[src/rtl/branch_target_buffer_if.sv]
`default_nettype none
// ============================================================================
// Module      : branch_target_buffer_if
// Description : BTB port bundle, one combinational read port and one write port.
// Revision    : 1.0
// ============================================================================
interface branch_target_buffer_if #(
    parameter int IDX_W = 3
);
    // Frame layout, MSB first: {valid, tag, target[31:0], state[1:0]}
    localparam int c_tag_w   = 30 - IDX_W;
    localparam int c_frame_w = 1 + c_tag_w + 32 + 2;

    logic [IDX_W-1:0]     rsel;
    logic [IDX_W-1:0]     wsel;
    logic                 wen;
    logic [c_frame_w-1:0] wdat;
    logic [c_frame_w-1:0] rdat;

    modport tb  (output rsel, wsel, wen, wdat, input rdat);
    modport mem (input rsel, wsel, wen, wdat, output rdat);
endinterface
`default_nettype wire

[src/rtl/branch_predict_unit.sv]
`default_nettype none
// ============================================================================
// Module      : branch_predict_unit
// Description : Combinational BTB lookup for fetch plus a queued 2-bit counter updater.
// Revision    : 1.0
// ============================================================================
module branch_predict_unit #(
    parameter int IDX_W = 3
) (
    input  wire logic          CLK,
    input  wire logic          RST,
    input  wire logic          fetch_valid,
    input  wire logic [31:0]   fetch_pc,
    output logic               pred_taken,
    output logic [31:0]        pred_target,
    input  wire logic          upd_valid,
    output logic               upd_ready,
    input  wire logic [31:0]   upd_pc,
    input  wire logic          upd_taken,
    input  wire logic [31:0]   upd_target,
    branch_target_buffer_if.tb bpif
);

    localparam int c_tag_w = 30 - IDX_W;

    typedef struct packed {
        logic               valid;
        logic [c_tag_w-1:0] tag;
        logic [31:0]        target;
        logic [1:0]         state;
    } frame_t;

    typedef struct packed {
        logic [31:0] pc;
        logic        taken;
        logic [31:0] target;
    } upd_t;

    typedef enum logic [1:0] {
        IDLE = 2'd0,
        RD   = 2'd1,
        WR   = 2'd2
    } state_t;

    function automatic logic [IDX_W-1:0] idx_of(input logic [31:0] pc);
        return pc[IDX_W+1:2];
    endfunction

    function automatic logic [c_tag_w-1:0] tag_of(input logic [31:0] pc);
        return pc[31:IDX_W+2];
    endfunction

    function automatic logic [1:0] sat_inc(input logic [1:0] s);
        return (s == 2'b11) ? s : s + 2'd1;
    endfunction

    function automatic logic [1:0] sat_dec(input logic [1:0] s);
        return (s == 2'b00) ? s : s - 2'd1;
    endfunction

    frame_t w_rd_frame;
    logic   w_fetch_hit;

    assign w_rd_frame  = bpif.rdat;
    assign w_fetch_hit = w_rd_frame.valid && (w_rd_frame.tag == tag_of(fetch_pc));
    assign pred_taken  = fetch_valid && w_fetch_hit && w_rd_frame.state[1];
    assign pred_target = pred_taken ? w_rd_frame.target : fetch_pc + 32'd4;

    // Two-entry update queue
    upd_t       r_fifo [2];
    logic       r_wr_ptr;
    logic       r_rd_ptr;
    logic [1:0] r_count;
    logic       w_push;
    logic       w_pop;
    upd_t       w_head;

    assign upd_ready = (r_count != 2'd2);
    assign w_push    = upd_valid && upd_ready;
    assign w_head    = r_fifo[r_rd_ptr];

    always_ff @(posedge CLK) begin
        if (w_push) begin
            r_fifo[r_wr_ptr] <= '{pc: upd_pc, taken: upd_taken, target: upd_target};
        end
    end

    always_ff @(posedge CLK or posedge RST) begin
        if (RST) begin
            r_wr_ptr <= 1'b0;
            r_rd_ptr <= 1'b0;
            r_count  <= 2'd0;
        end else begin
            if (w_push) r_wr_ptr <= ~r_wr_ptr;
            if (w_pop)  r_rd_ptr <= ~r_rd_ptr;
            case ({w_push, w_pop})
                2'b10:   r_count <= r_count + 2'd1;
                2'b01:   r_count <= r_count - 2'd1;
                default: r_count <= r_count;
            endcase
        end
    end

    // Updater FSM
    state_t r_state;
    state_t w_next;
    frame_t r_frame;
    logic   w_latch;
    logic   w_head_hit;
    logic   w_lat_hit;
    frame_t w_wr_frame;

    assign w_head_hit = w_rd_frame.valid && (w_rd_frame.tag == tag_of(w_head.pc));
    assign w_lat_hit  = r_frame.valid && (r_frame.tag == tag_of(w_head.pc));

    always_ff @(posedge CLK or posedge RST) begin
        if (RST) begin
            r_state <= IDLE;
            r_frame <= '0;
        end else begin
            r_state <= w_next;
            if (w_latch) r_frame <= w_rd_frame;
        end
    end

    always_comb begin
        w_next    = r_state;
        w_pop     = 1'b0;
        w_latch   = 1'b0;
        bpif.wen  = 1'b0;
        bpif.rsel = idx_of(fetch_pc);
        case (r_state)
            IDLE: begin
                if (r_count != 2'd0) w_next = RD;
            end
            RD: begin
                // Fetch owns the read port; the updater waits for an idle fetch cycle.
                if (!fetch_valid) begin
                    bpif.rsel = idx_of(w_head.pc);
                    w_latch   = 1'b1;
                    if (w_head_hit || w_head.taken) begin
                        w_next = WR;
                    end else begin
                        w_pop  = 1'b1;
                        w_next = IDLE;
                    end
                end
            end
            WR: begin
                bpif.wen = 1'b1;
                w_pop    = 1'b1;
                w_next   = IDLE;
            end
            default: w_next = IDLE;
        endcase
    end

    always_comb begin
        w_wr_frame = r_frame;
        if (w_lat_hit) begin
            if (w_head.taken) begin
                w_wr_frame.state  = sat_inc(r_frame.state);
                w_wr_frame.target = w_head.target;
            end else begin
                w_wr_frame.state  = sat_dec(r_frame.state);
            end
        end else begin
            w_wr_frame.valid  = 1'b1;
            w_wr_frame.tag    = tag_of(w_head.pc);
            w_wr_frame.target = w_head.target;
            w_wr_frame.state  = 2'b10;
        end
    end

    assign bpif.wsel = idx_of(w_head.pc);
    assign bpif.wdat = w_wr_frame;

    logic w_unused;
    assign w_unused = ^w_head.pc[1:0];

endmodule
`default_nettype wire
[src/flat_wrapper.sv]
// flat-port wrapper written by rule: the top's interface ports become plain ports
module branch_predict_unit_flat 
#(
    parameter int IDX_W = 3
)
  (CLK, RST, fetch_valid, fetch_pc, pred_taken, pred_target, upd_valid, upd_ready, upd_pc, upd_taken, upd_target, bpif_rsel, bpif_wsel, bpif_wen, bpif_wdat, bpif_rdat);
  branch_target_buffer_if #(.IDX_W(IDX_W)) bpif_i ();
  input  wire logic CLK;
  input  wire logic RST;
  input  wire logic fetch_valid;
  input  wire logic [31:0] fetch_pc;
  output logic pred_taken;
  output logic [31:0] pred_target;
  input  wire logic upd_valid;
  output logic upd_ready;
  input  wire logic [31:0] upd_pc;
  input  wire logic upd_taken;
  input  wire logic [31:0] upd_target;
  output wire logic [$bits(bpif_i.rsel)-1:0] bpif_rsel;
  output wire logic [$bits(bpif_i.wsel)-1:0] bpif_wsel;
  output wire logic [$bits(bpif_i.wen)-1:0] bpif_wen;
  output wire logic [$bits(bpif_i.wdat)-1:0] bpif_wdat;
  input wire logic [$bits(bpif_i.rdat)-1:0] bpif_rdat;
  assign bpif_rsel = bpif_i.rsel;
  assign bpif_wsel = bpif_i.wsel;
  assign bpif_wen = bpif_i.wen;
  assign bpif_wdat = bpif_i.wdat;
  assign bpif_i.rdat = bpif_rdat;
  branch_predict_unit #(.IDX_W(IDX_W)) u_core (.CLK(CLK), .RST(RST), .fetch_valid(fetch_valid), .fetch_pc(fetch_pc), .pred_taken(pred_taken), .pred_target(pred_target), .upd_valid(upd_valid), .upd_ready(upd_ready), .upd_pc(upd_pc), .upd_taken(upd_taken), .upd_target(upd_target), .bpif(bpif_i));
endmodule
[config.mk]
export PLATFORM = sky130hd
export DESIGN_NAME = branch_predict_unit_flat
export DESIGN_NICKNAME = d
export VERILOG_FILES = /design/src/rtl/branch_target_buffer_if.sv /design/src/rtl/branch_predict_unit.sv /design/src/flat_wrapper.sv
export SDC_FILE = /design/constraint.sdc
export NUM_CORES = 1
export LEC_CHECK = 0
export ABC_AREA = 1
export BUFFER_PORTS_ARGS = -buffer_cell sky130_fd_sc_hd__buf_4
export CORE_MARGIN = 2
export CORE_UTILIZATION = 45
export DETAILED_ROUTE_END_ITERATION = 10
export GPL_ROUTABILITY_DRIVEN = 0
export PLACE_DENSITY = 0.69
export SLEW_MARGIN = 15
export SYNTH_ARGS = -nofsm -noshare
export SYNTH_HDL_FRONTEND = slang
export SYNTH_SLANG_ARGS = --single-unit
[constraint.sdc]
create_clock -name CLK -period 5 [get_ports CLK]
set_clock_uncertainty 0.15 [all_clocks]
set_input_delay 0 -clock CLK [delete_from_list [all_inputs] [get_ports CLK]]
set_output_delay 0 -clock CLK [all_outputs]
set_load 0.005 [all_outputs]
# [Word-level counts from Yosys, hierarchy flattened]
# Memory sizes are Yosys's and may differ from the RTL's.
# Cells that the tools add are included.
[word_totals] memories=1 out_inout_bits=103 elab_cells=61 register_bits=68 input_bits=163 mem_bits_rw=130
[mem_list] memory="u_core.r_fifo" words=2 word_bits=65 rd=1 rd_clocked_by_memory_dff=0 write_ports=1 line_no="branch_predict_unit.sv:70" rtl="upd_t r_fifo [2];"
[op_classes] n_bitwise=2 n_reduce_logical=12 n_mux=22 eq_ne=11 n_addsub=5
[op_table] op="$eq 27x27->1" n=3
[op_table] op="$mux 32" n=2
[op_table] op="$mux 34" n=1
[op_table] op="$add 32x3->32 const B" n=1
[op_table] op="$mux 28" n=1
[op_table] op="$mux 2" n=6
[op_table] op="$pmux 2 s2" n=2
[op_table] op="$mux 1" n=7
[op_table] op="$eq 2x2->1 const B" n=3
[op_table] op="$logic_and 1x1->1" n=6
[op_table] op="$mux 3" n=2
[op_table] op="$add 2x1->2 const B" n=2
[op_table] op="$eq 2x1->1 const B" n=2
[op_table] op="$logic_not 2->1" n=2
[op_table] op="$ne 2x2->1 const B" n=2
[op_table] op="$reduce_bool 2->1" n=2
[op_table] op="$sub 2x1->2 const B" n=2
[op_table] op="$ne 2x1->1 const B" n=1
[op_table] op="$not 1->1" n=2
[op_table] op="$pmux 1 s2" n=1
[op_table] op="$reduce_and 2->1" n=1
[op_table] op="$logic_or 1x1->1" n=1

# [Logic depth before layout (Yosys ltp)]
# Gate-level depths: netlist of run 1.
# An unclocked memory read counts as a cell.
[depth] depth_word=9 ltp_mapped=21 depth_no_buf=19

# [Worst setup path before layout of run 1]
# Ideal clock, no wire load.
[synth_timing] path_type="register -> register" startpoint="register u_core.r_count[0]" endpoint="memory u_core.r_fifo[1][0] (netlist name) (enable)" required_time_ns=4.364 arrival_ns=3.293 setup_time_ns=0.486 setup_slack_ns=1.072 synth_period_minus_slack_ns=3.928 path_buffers=0 stages_incl_launch_ff=5 cell_sequence="dfrtp_1 -> inv_1 -> nand2_1 -> nand2_1 -> nor2_1"
[synth_between] elab_chain_len=4
[synth_rtl] element="start: declaration" line_no="branch_predict_unit.sv:73" rtl="logic [1:0] r_count;"
[synth_rtl] element="start signal: assignment" line_no="branch_predict_unit.sv:97" rtl="2'b10: r_count <= r_count + 2'd1;"
[synth_rtl] element="start signal: assignment" line_no="branch_predict_unit.sv:98" rtl="2'b01: r_count <= r_count - 2'd1;"
[synth_rtl] element="start signal: assignment" line_no="branch_predict_unit.sv:99" rtl="default: r_count <= r_count;"
[synth_rtl] element="$ne 2x2->1" line_no="branch_predict_unit.sv:78" rtl="assign upd_ready = (r_count != 2'd2);"
[synth_rtl] element="via upd_ready" line_no="flat_wrapper.sv:15" rtl="output logic upd_ready;"
[synth_rtl] element="$logic_and 1x1->1" line_no="branch_predict_unit.sv:79" rtl="assign w_push = upd_valid && upd_ready;"
[synth_rtl] element="$mux 1" line_no="branch_predict_unit.sv:83" rtl="if (w_push) begin"
[synth_rtl] element="$mux 1 (not written as such)" line_no="branch_predict_unit.sv:84" rtl="r_fifo[r_wr_ptr] <= '{pc: upd_pc, taken: upd_taken, target: upd_target};"
[synth_rtl] element="end: declaration" line_no="branch_predict_unit.sv:70"
# The timed path passes the listed nets, and every way through them passes these cells.

# [Worst setup path in the final report of run 1]
[layout_timing] startpoint="register u_core.r_rd_ptr" endpoint="output port bpif_wdat[31]"
[layout_between] elab_chain_len=4 elab_cells_between_ends=5 classes_between="eq/ne (1); mux (2); reduce/logical (1); memory (1)"
[layout_rtl] element="start: declaration" line_no="branch_predict_unit.sv:72" rtl="logic r_rd_ptr;"
[layout_rtl] element="start signal: assignment" line_no="branch_predict_unit.sv:95" rtl="if (w_pop) r_rd_ptr <= ~r_rd_ptr;"
[layout_rtl] element="$mem_v2 2x65 (*)"
[layout_rtl] element="$eq 27x27->1" line_no="branch_predict_unit.sv:114" rtl="assign w_lat_hit = r_frame.valid && (r_frame.tag == tag_of(w_head.pc));"
[layout_rtl] element="$logic_and 1x1->1" line_no="branch_predict_unit.sv:114"
[layout_rtl] element="$mux 34 (*)" line_no="branch_predict_unit.sv:160" rtl="if (w_lat_hit) begin"
[layout_rtl] element="end: declaration" line_no="flat_wrapper.sv:22" rtl="output wire logic [$bits(bpif_i.wdat)-1:0] bpif_wdat;"
# Every way passes the cells marked *; elsewhere a longest branch is shown, timed or not.

==> results of run 1 <==
-- power by group --
| part | internal [W] | switching, W | total, W |
|---|---|---|---|
| Clock | 0.000741 | 0.000625 | 0.00137 |
| Sequential | 0.00225 | 0.000206 | 0.00246 |
| Combinational | 0.00105 | 0.00171 | 0.00276 |
| Total | 0.00405 | 0.00254 | 0.00659 |
-- per-stage QoR --
| step | cell area (um^2) | cells | total power, W | hold WS (ps) |
|---|---|---|---|---|
| floorplan | 10300 | 1251 | 0.00403 | -98.7 |
| global placement | 12500 | 1764 | 0.00507 | 35.3 |
| detailed placement | 12500 | 1764 | 0.00514 | 37.9 |
| CTS | 14400 | 1924 | 0.00658 | 125 |
| global route | 14400 | 1924 | 0.00702 | 125 |
| finish | 14400 | 1924 | 0.00659 | 137 |
-- state kept, by name, indices dropped and copies added, names as in the netlist --
name and flops:
u_core.r_count 2, u_core.r_state 2, u_core.r_wr_ptr 1, u_core.r_fifo 126
u_core.r_rd_ptr 1, u_core.r_frame 62
-- layout make-up --
| cell class | count | area, um^2 | area share (%) |
|---|---|---|---|
| Clock buffer | 20 | 437 | 3.04 |
| Clock inverter | 12 | 133 | 0.923 |
| Inverter | 120 | 453 | 3.15 |
| Multi-Input combinational cell | 893 | 4170 | 29.0 |
| Sequential cell | 194 | 5490 | 38.2 |
| Tap cell | 285 | 357 | 2.48 |
| Timing Repair Buffer | 400 | 3340 | 23.2 |
-- per-layer routing --
layer | track usage, % | wire [um] | vias up
met4 | 12.0 | 1420 | 0
li1 | - | - | 4800
met2 | 48.9 | 16600 | 451
met3 | 5.77 | 2840 | 87
met1 | 36.8 | 14300 | 4664
met5 | 0 | 0 | -
-- worst max-delay path, delay by kind of cell (launching register included) --
| kind | cells | cell delay, ps |
|---|---|---|
| buffers and inverters | 3 | 880 |
| DFF | 1 | 380 |
| and+or+nand+nor | 10 | 1830 |
-- placed cells by master (no fill, tap or decap), types with 2 or more instances in the layout --
master | netlist | layout
nand2_1 | 497 | 497
buf_4 | 5 | 271
dlygate4sd3_1 | 0 | 128
edfxtp_1 | 126 | 126
inv_1 | 117 | 116
nand3_1 | 91 | 90
nor2_1 | 74 | 71
o21ai_0 | 69 | 69
dfrtp_1 | 68 | 67
xnor2_1 | 36 | 36
xor2_1 | 28 | 28
nand4_1 | 25 | 25
nor3_1 | 19 | 19
a21oi_1 | 18 | 18
clkbuf_16 | 0 | 17
nand2_2 | 8 | 8
nor4_1 | 5 | 5
a31oi_1 | 5 | 5
ha_1 | 5 | 5
nor2_4 | 1 | 4
inv_2 | 1 | 3
clkbuf_1 | 20 | 3
clkinvlp_4 | 0 | 3
inv_6 | 0 | 3
clkinv_2 | 0 | 3
bufinv_16 | 0 | 2
-- kinds of logic (layout without fill, tap and decap cells) --
logic type      Yosys count  in the layout  share of synthesized area (%)
mux                       1              1                         0.0972
simple gates            726            726                           29.0
buf+inv                 164            552                           6.65
xor+xnor                 64             64                           5.44
other cells               1              1                         0.0364
compound gates           96             96                           4.85
flops                   194            194                           53.3
fa+ha+maj                 5              5                          0.608
-- worst min path at each step --
stage,from,end,slack (ps)
after global routing,upd_pc[22],u_core.r_fifo[1][55]$_DFFE_PP_,130
after floorplan,fetch_pc[2],pred_target[2],-100
after detailed placement,upd_pc[30],u_core.r_fifo[0][63]$_DFFE_PP_,40
after global placement,upd_target[3],u_core.r_fifo[0][3]$_DFFE_PP_,40
final,RST,u_core.r_frame[4]$_DFFE_PP0P_,140
after CTS,upd_target[22],u_core.r_fifo[1][22]$_DFFE_PP_,130
==> results.yml, run 1 <==
synthesis:
  ys_ff_latch: 194
  synth-seq-area-share_pct: 53.3
  number_of_flops_mapped_to_enable_cells_by_yosys: 126
  library_cell_with_the_largest_summed_area_after_synthesis: "edfxtp_1"
  synth-main-ff-cell: "edfxtp_1"
  mappedNetlistArea_mm2: 0.0103
  warning_count_from_the_yosys_run: 0
  synth_most_common_cell: "nand2_1"
  synth.net_count: 1419
  average_size_of_a_mapped_cell_um2: 8.23
  synth.area.top_cells: "edfxtp_1, nand2_1, dfrtp_1"
  synth.distinct_cells: 37
  ys_top_cells_by_count: "nand2_1, edfxtp_1, inv_1, nand3_1, nor2_1"
  synth_largest_type_area_fraction_pct: 36.8
  synth-async-reset-ratio_pct: 35.1
  syn-instance-count: 1251
timing:
  post_route_minimum_period_ps: 3710
  final_report_hold_violation_count: 0
  worst_slew_margin_pct: 23.5
  rsz_0062_raised_after_global_routing: "no"
  tightest_slew_ps: 1140
  setup-tns-final_ps: 0
  finalCritPeriodShare_pct: 74.2
  finalSetupViolCount: 0
  timing.final.ws_setup_ps: 1290
  max_freq_mhz: 269
  slew_viol_final: 0
global_routing:
  grt_pass1_vias: 9780
  grt_max_degree: 70
  grt_pass1_wl_um: 53100
  globalRouteOverflowTotal: 0
  grt_antenna_before_repair: 0
  grt_usage_pct: 29.0
critical_path:
  r2r_end: "u_core.r_count[1]$_DFFE_PP0P_"
  capturing_instance_or_port_of_the_critical_path: "bpif_wdat[31]"
  critical_path_startpoint_category: "register"
  worst_r2r_startpoint: "u_core.r_rd_ptr$_DFFE_PP0P_"
  cell_breakdown_of_the_critical_path: "buf_4 > nand2_1 > nand2_1 > nor2_1 > inv_1 > nand4_1 > nor4_1 > nand2_1 > nor2_4 > nand2_2 > nand2_1 > nand2_1 > buf_4"
  cpMostUsedCell: "nand2_1"
  ff2ff_setup_slack_ps: 1600
  cpMaxStageDelayCell: "buf_4"
  r2r.worst_path.cells: 18
  worst-endpoint-required_ps: 4850
  cpPeakStageDelay_ps: 660
  critical_path_arrival_ps: 3560
  crit_path_start: "u_core.r_rd_ptr$_DFFE_PP0P_"
  timing.critical_path.fanout_max: 69
  worst_setup_path_end_kind: "output pin"
  setup.worst_path.class: "register to output pin"
final_layout:
  drive_above_1_share_pct: 19.6
  nets: 1794
  layout.core_utilization_pct: 63.6
  antenna-diode-count: 0
  area.growth.synth_to_final_pct: 39.5
  num-fill-cells: 1896
detailed_routing:
  detail_route.first_pass.iterations: 6
  drt.antenna.violating_nets: 0
  detailed_router_s_first_iteration_violation_count: 971
  post_detailed_routing_wire_length_um: 35200
  route.detailed.drc: 0
  detailroute.via_count: 10000
  wl_per_cell_um: 18.3
  via_per_instance_ratio: 5.20
floorplanning:
  area_of_the_placeable_core_mm2: 0.0226
  floorplan.rows: 55
  die_h_um: 155
  initial_core_util_pct: 45.6
  die_area_mm2: 0.0241
  chipWidth_um: 155
  pin_count: 266
run_status:
  status: "finished clean"
clock_tree:
  tritoncts: "yes"
  worstSkewPairLatency_ps: 430
  cts_buffers: 17
  htreeDepth: 4
  postCtsHoldBufs: 128
  clkSinkCount: 194
  post-cts-setup-buffer-count: 0
  post_cts.resized_instances: 0
  cts.path.max_buffers: 2
  clk_root_buffer_cell: "clkbuf_16"
  cts.clk_slew.worst_paths_ps: 70
pwr:
  static-leakage-power_nw: 6.82
  peakVddDrop_v: 0.000388
  power_density_mw_per_mm2: 459
run:
  max_cap_violations: 0
placed_design:
  portBuffers: 262
  place.detailed.hpwl_um: 24700
  pre_cts_slack_ps: 1700
worst_hold_path:
  hold_path.class: "input port to async pin"
Note: power is estimated with default switching activity, not from simulation.
==> inputs of run 2 (changes only) <==
Clock period 5 ns to 3.7 ns, I/O delays scaled along.
==> results.yml, run 2 (synthesized netlist as in run 1, its figures left out) <==
critical_path:
  timing.critical_path.fanout_max: 42
  worstPathBufferInverterCount: 3
  worst_setup_path_end_kind: "output pin"
  worst-endpoint-required_ps: 3550
  cpMostUsedCell: "nand2_1"
  cpPeakStageDelay_ps: 420
  critical_path_arrival_ps: 3140
  critical-path-top-delay-family: "simple AND/OR/NAND/NOR gates"
  critical_path_startpoint_category: "register"
  cpMaxStageDelayCell: "buf_4"
  setup.worst_path.class: "register to output pin"
  cell_breakdown_of_the_critical_path: "buf_4 > nand2_1 > nand2_2 > xnor2_1 > nand2_1 > nor2_1 > nor3b_2 > nand2_1 > nor2_4 > buf_4 > nand3_1 > nand2_1 > buf_4"
timing:
  tightest_slew_ps: 1180
  final_report_hold_violation_count: 0
  finalSetupViolCount: 0
  timing.final.ws_setup_ps: 412
  setup-tns-final_ps: 0
  worst_slew_margin_pct: 21.2
  max_freq_mhz: 304
  finalCritPeriodShare_pct: 88.9
  post_route_minimum_period_ps: 3290
  rsz_0062_raised_after_global_routing: "no"
  slew_viol_final: 0
final_layout:
  antenna-diode-count: 0
  layout.cells.most_common_list: "nand2_1, buf_4, dlygate4sd3_1"
  max_ffs_per_register: 126
  layout.core_utilization_pct: 63.8
  top_regs: "u_core.r_fifo x126, u_core.r_frame x62"
  final-instance-count-excl-fill: 1931
  layout.cells.most_common: "nand2_1"
  drive_above_1_share_pct: 19.9
  area.growth.synth_to_final_pct: 39.9
  nets: 1801
  num-fill-cells: 1900
  register_with_the_most_flip_flops: "u_core.r_fifo"
clock_tree:
  cts_buffers: 17
  cts.clk_slew.worst_paths_ps: 70
  clkSinkCount: 194
  post_cts.resized_instances: 0
  tritoncts: "yes"
  post-cts-setup-buffer-count: 0
  worstSkewPairLatency_ps: 440
  cts.path.max_buffers: 2
  htreeDepth: 4
  postCtsHoldBufs: 130
  clk_root_buffer_cell: "clkbuf_16"
detailed_routing:
  route.detailed.drc: 0
  detailed_router_s_first_iteration_violation_count: 995
  detail_route.first_pass.iterations: 5
  drt.antenna.violating_nets: 0
  post_detailed_routing_wire_length_um: 35200
  via_per_instance_ratio: 5.24
  detailroute.via_count: 10100
  wl_per_cell_um: 18.2
global_routing:
  grt_antenna_before_repair: 0
  grt_pass1_wl_um: 53500
  grt_max_degree: 70
  grt_pass1_vias: 9744
  globalRouteOverflowTotal: 0
  grt_usage_pct: 29.2
run_status:
  status: "finished clean"
placed_design:
  portBuffers: 262
  place.detailed.hpwl_um: 25600
  dpl.cell_count: 1769
  pre_cts_slack_ps: 729
floorplanning:
  pin_count: 266
  initial_core_util_pct: 45.6
  die_area_mm2: 0.0241
  chipWidth_um: 155
  area_of_the_placeable_core_mm2: 0.0226
  die_h_um: 155
  floorplan.rows: 55
worst_hold_path:
  hold_path.class: "input port to register"
pwr:
  peakVddDrop_v: 0.000404
  power_density_mw_per_mm2: 613
  power.total_w: 0.00883
  static-leakage-power_nw: 6.83
run:
  max_cap_violations: 0
[run 2: cell types whose count changed in the layout (fill, tap and decap cells not counted)]
| cell | previous run | this run |
|---|---|---|
| clkinv_2 | 3 | 2 |
| buf_4 | 271 | 275 |
| buf_12 | 1 | 2 |
| bufinv_16 | 2 | 0 |
| dlygate4sd3_1 | 128 | 130 |
| clkinvlp_4 | 3 | 5 |
| clkinv_4 | 1 | 2 |
| inv_8 | 0 | 2 |
| inv_6 | 3 | 2 |
| clkbuf_1 | 3 | 2 |
[run 2: worst paths after layout]
check	start	endpoint	slack (ps)	cells after the start
worst max-delay path	u_core.r_rd_ptr$_DFFE_PP0P_	bpif_wdat[12]	410	13
max in group asynchronous	RST	u_core.r_rd_ptr$_DFFE_PP0P_	2430	4
worst min-delay path	upd_pc[25]	u_core.r_fifo[1][58]$_DFFE_PP_	130	2
worst max register to register	u_core.r_rd_ptr$_DFFE_PP0P_	u_core.r_count[1]$_DFFE_PP0P_	670	16
worst min register to register	u_core.r_frame[2]$_DFFE_PP0P_	u_core.r_frame[2]$_DFFE_PP0P_	330	2
min in group asynchronous	RST	u_core.r_frame[10]$_DFFE_PP0P_	150	3
[run 2: layout make-up]
type | instances | area [um^2] | area share, %
timing repair buffer | 407 | 3410 | 23.6
clock buffer | 19 | 433 | 3.01
inverter | 120 | 453 | 3.14
sequential | 194 | 5490 | 38.1
multi-input combinational | 893 | 4170 | 28.9
clock inverter | 13 | 105 | 0.730
tap | 285 | 357 | 2.48
[run 2: per-layer routing]
| layer | up-vias | global-route usage [%] | part of all wire, % |
|---|---|---|---|
| li1 | 4814 | - | - |
| met1 | 4732 | 37.1 | 40 |
| met2 | 480 | 50.3 | 49 |
| met3 | 85 | 6.04 | 8.2 |
| met4 | 0 | 9.57 | 3.2 |
| met5 | - | 0 | 0 |
[run 2: power breakdown]
part           internal [W]  total (W)  switching, W  leakage [nW]
logic               0.00145    0.00378       0.00234          4.57
registers           0.00304    0.00332      0.000282          2.01
clock network      0.000873    0.00173      0.000854         0.250
total               0.00536    0.00883       0.00347          6.83
[run 2: worst register-to-register path: stages, from the launching register on]
cell	delay, ps
dfrtp_2	380
buf_4	420
nand2_1	230
nand3_1	130
nand4_1	110
nor2_1	270
nand2_1	80
nor2_1	90
nand2_1	80
nand3_1	80
nand2_1	60
nand2_1	70
inv_1	60
ha_1	320
a21oi_1	120
o21ai_0	120
xnor2_1	140
[run 2: per-stage QoR]
stage	instance area [um^2]	hold slack [ps]
global placement	12600	34.8
CTS	14400	124
floorplan	10300	-98.7
global route	14400	122
detailed placement	12600	37.3
finish	14400	131
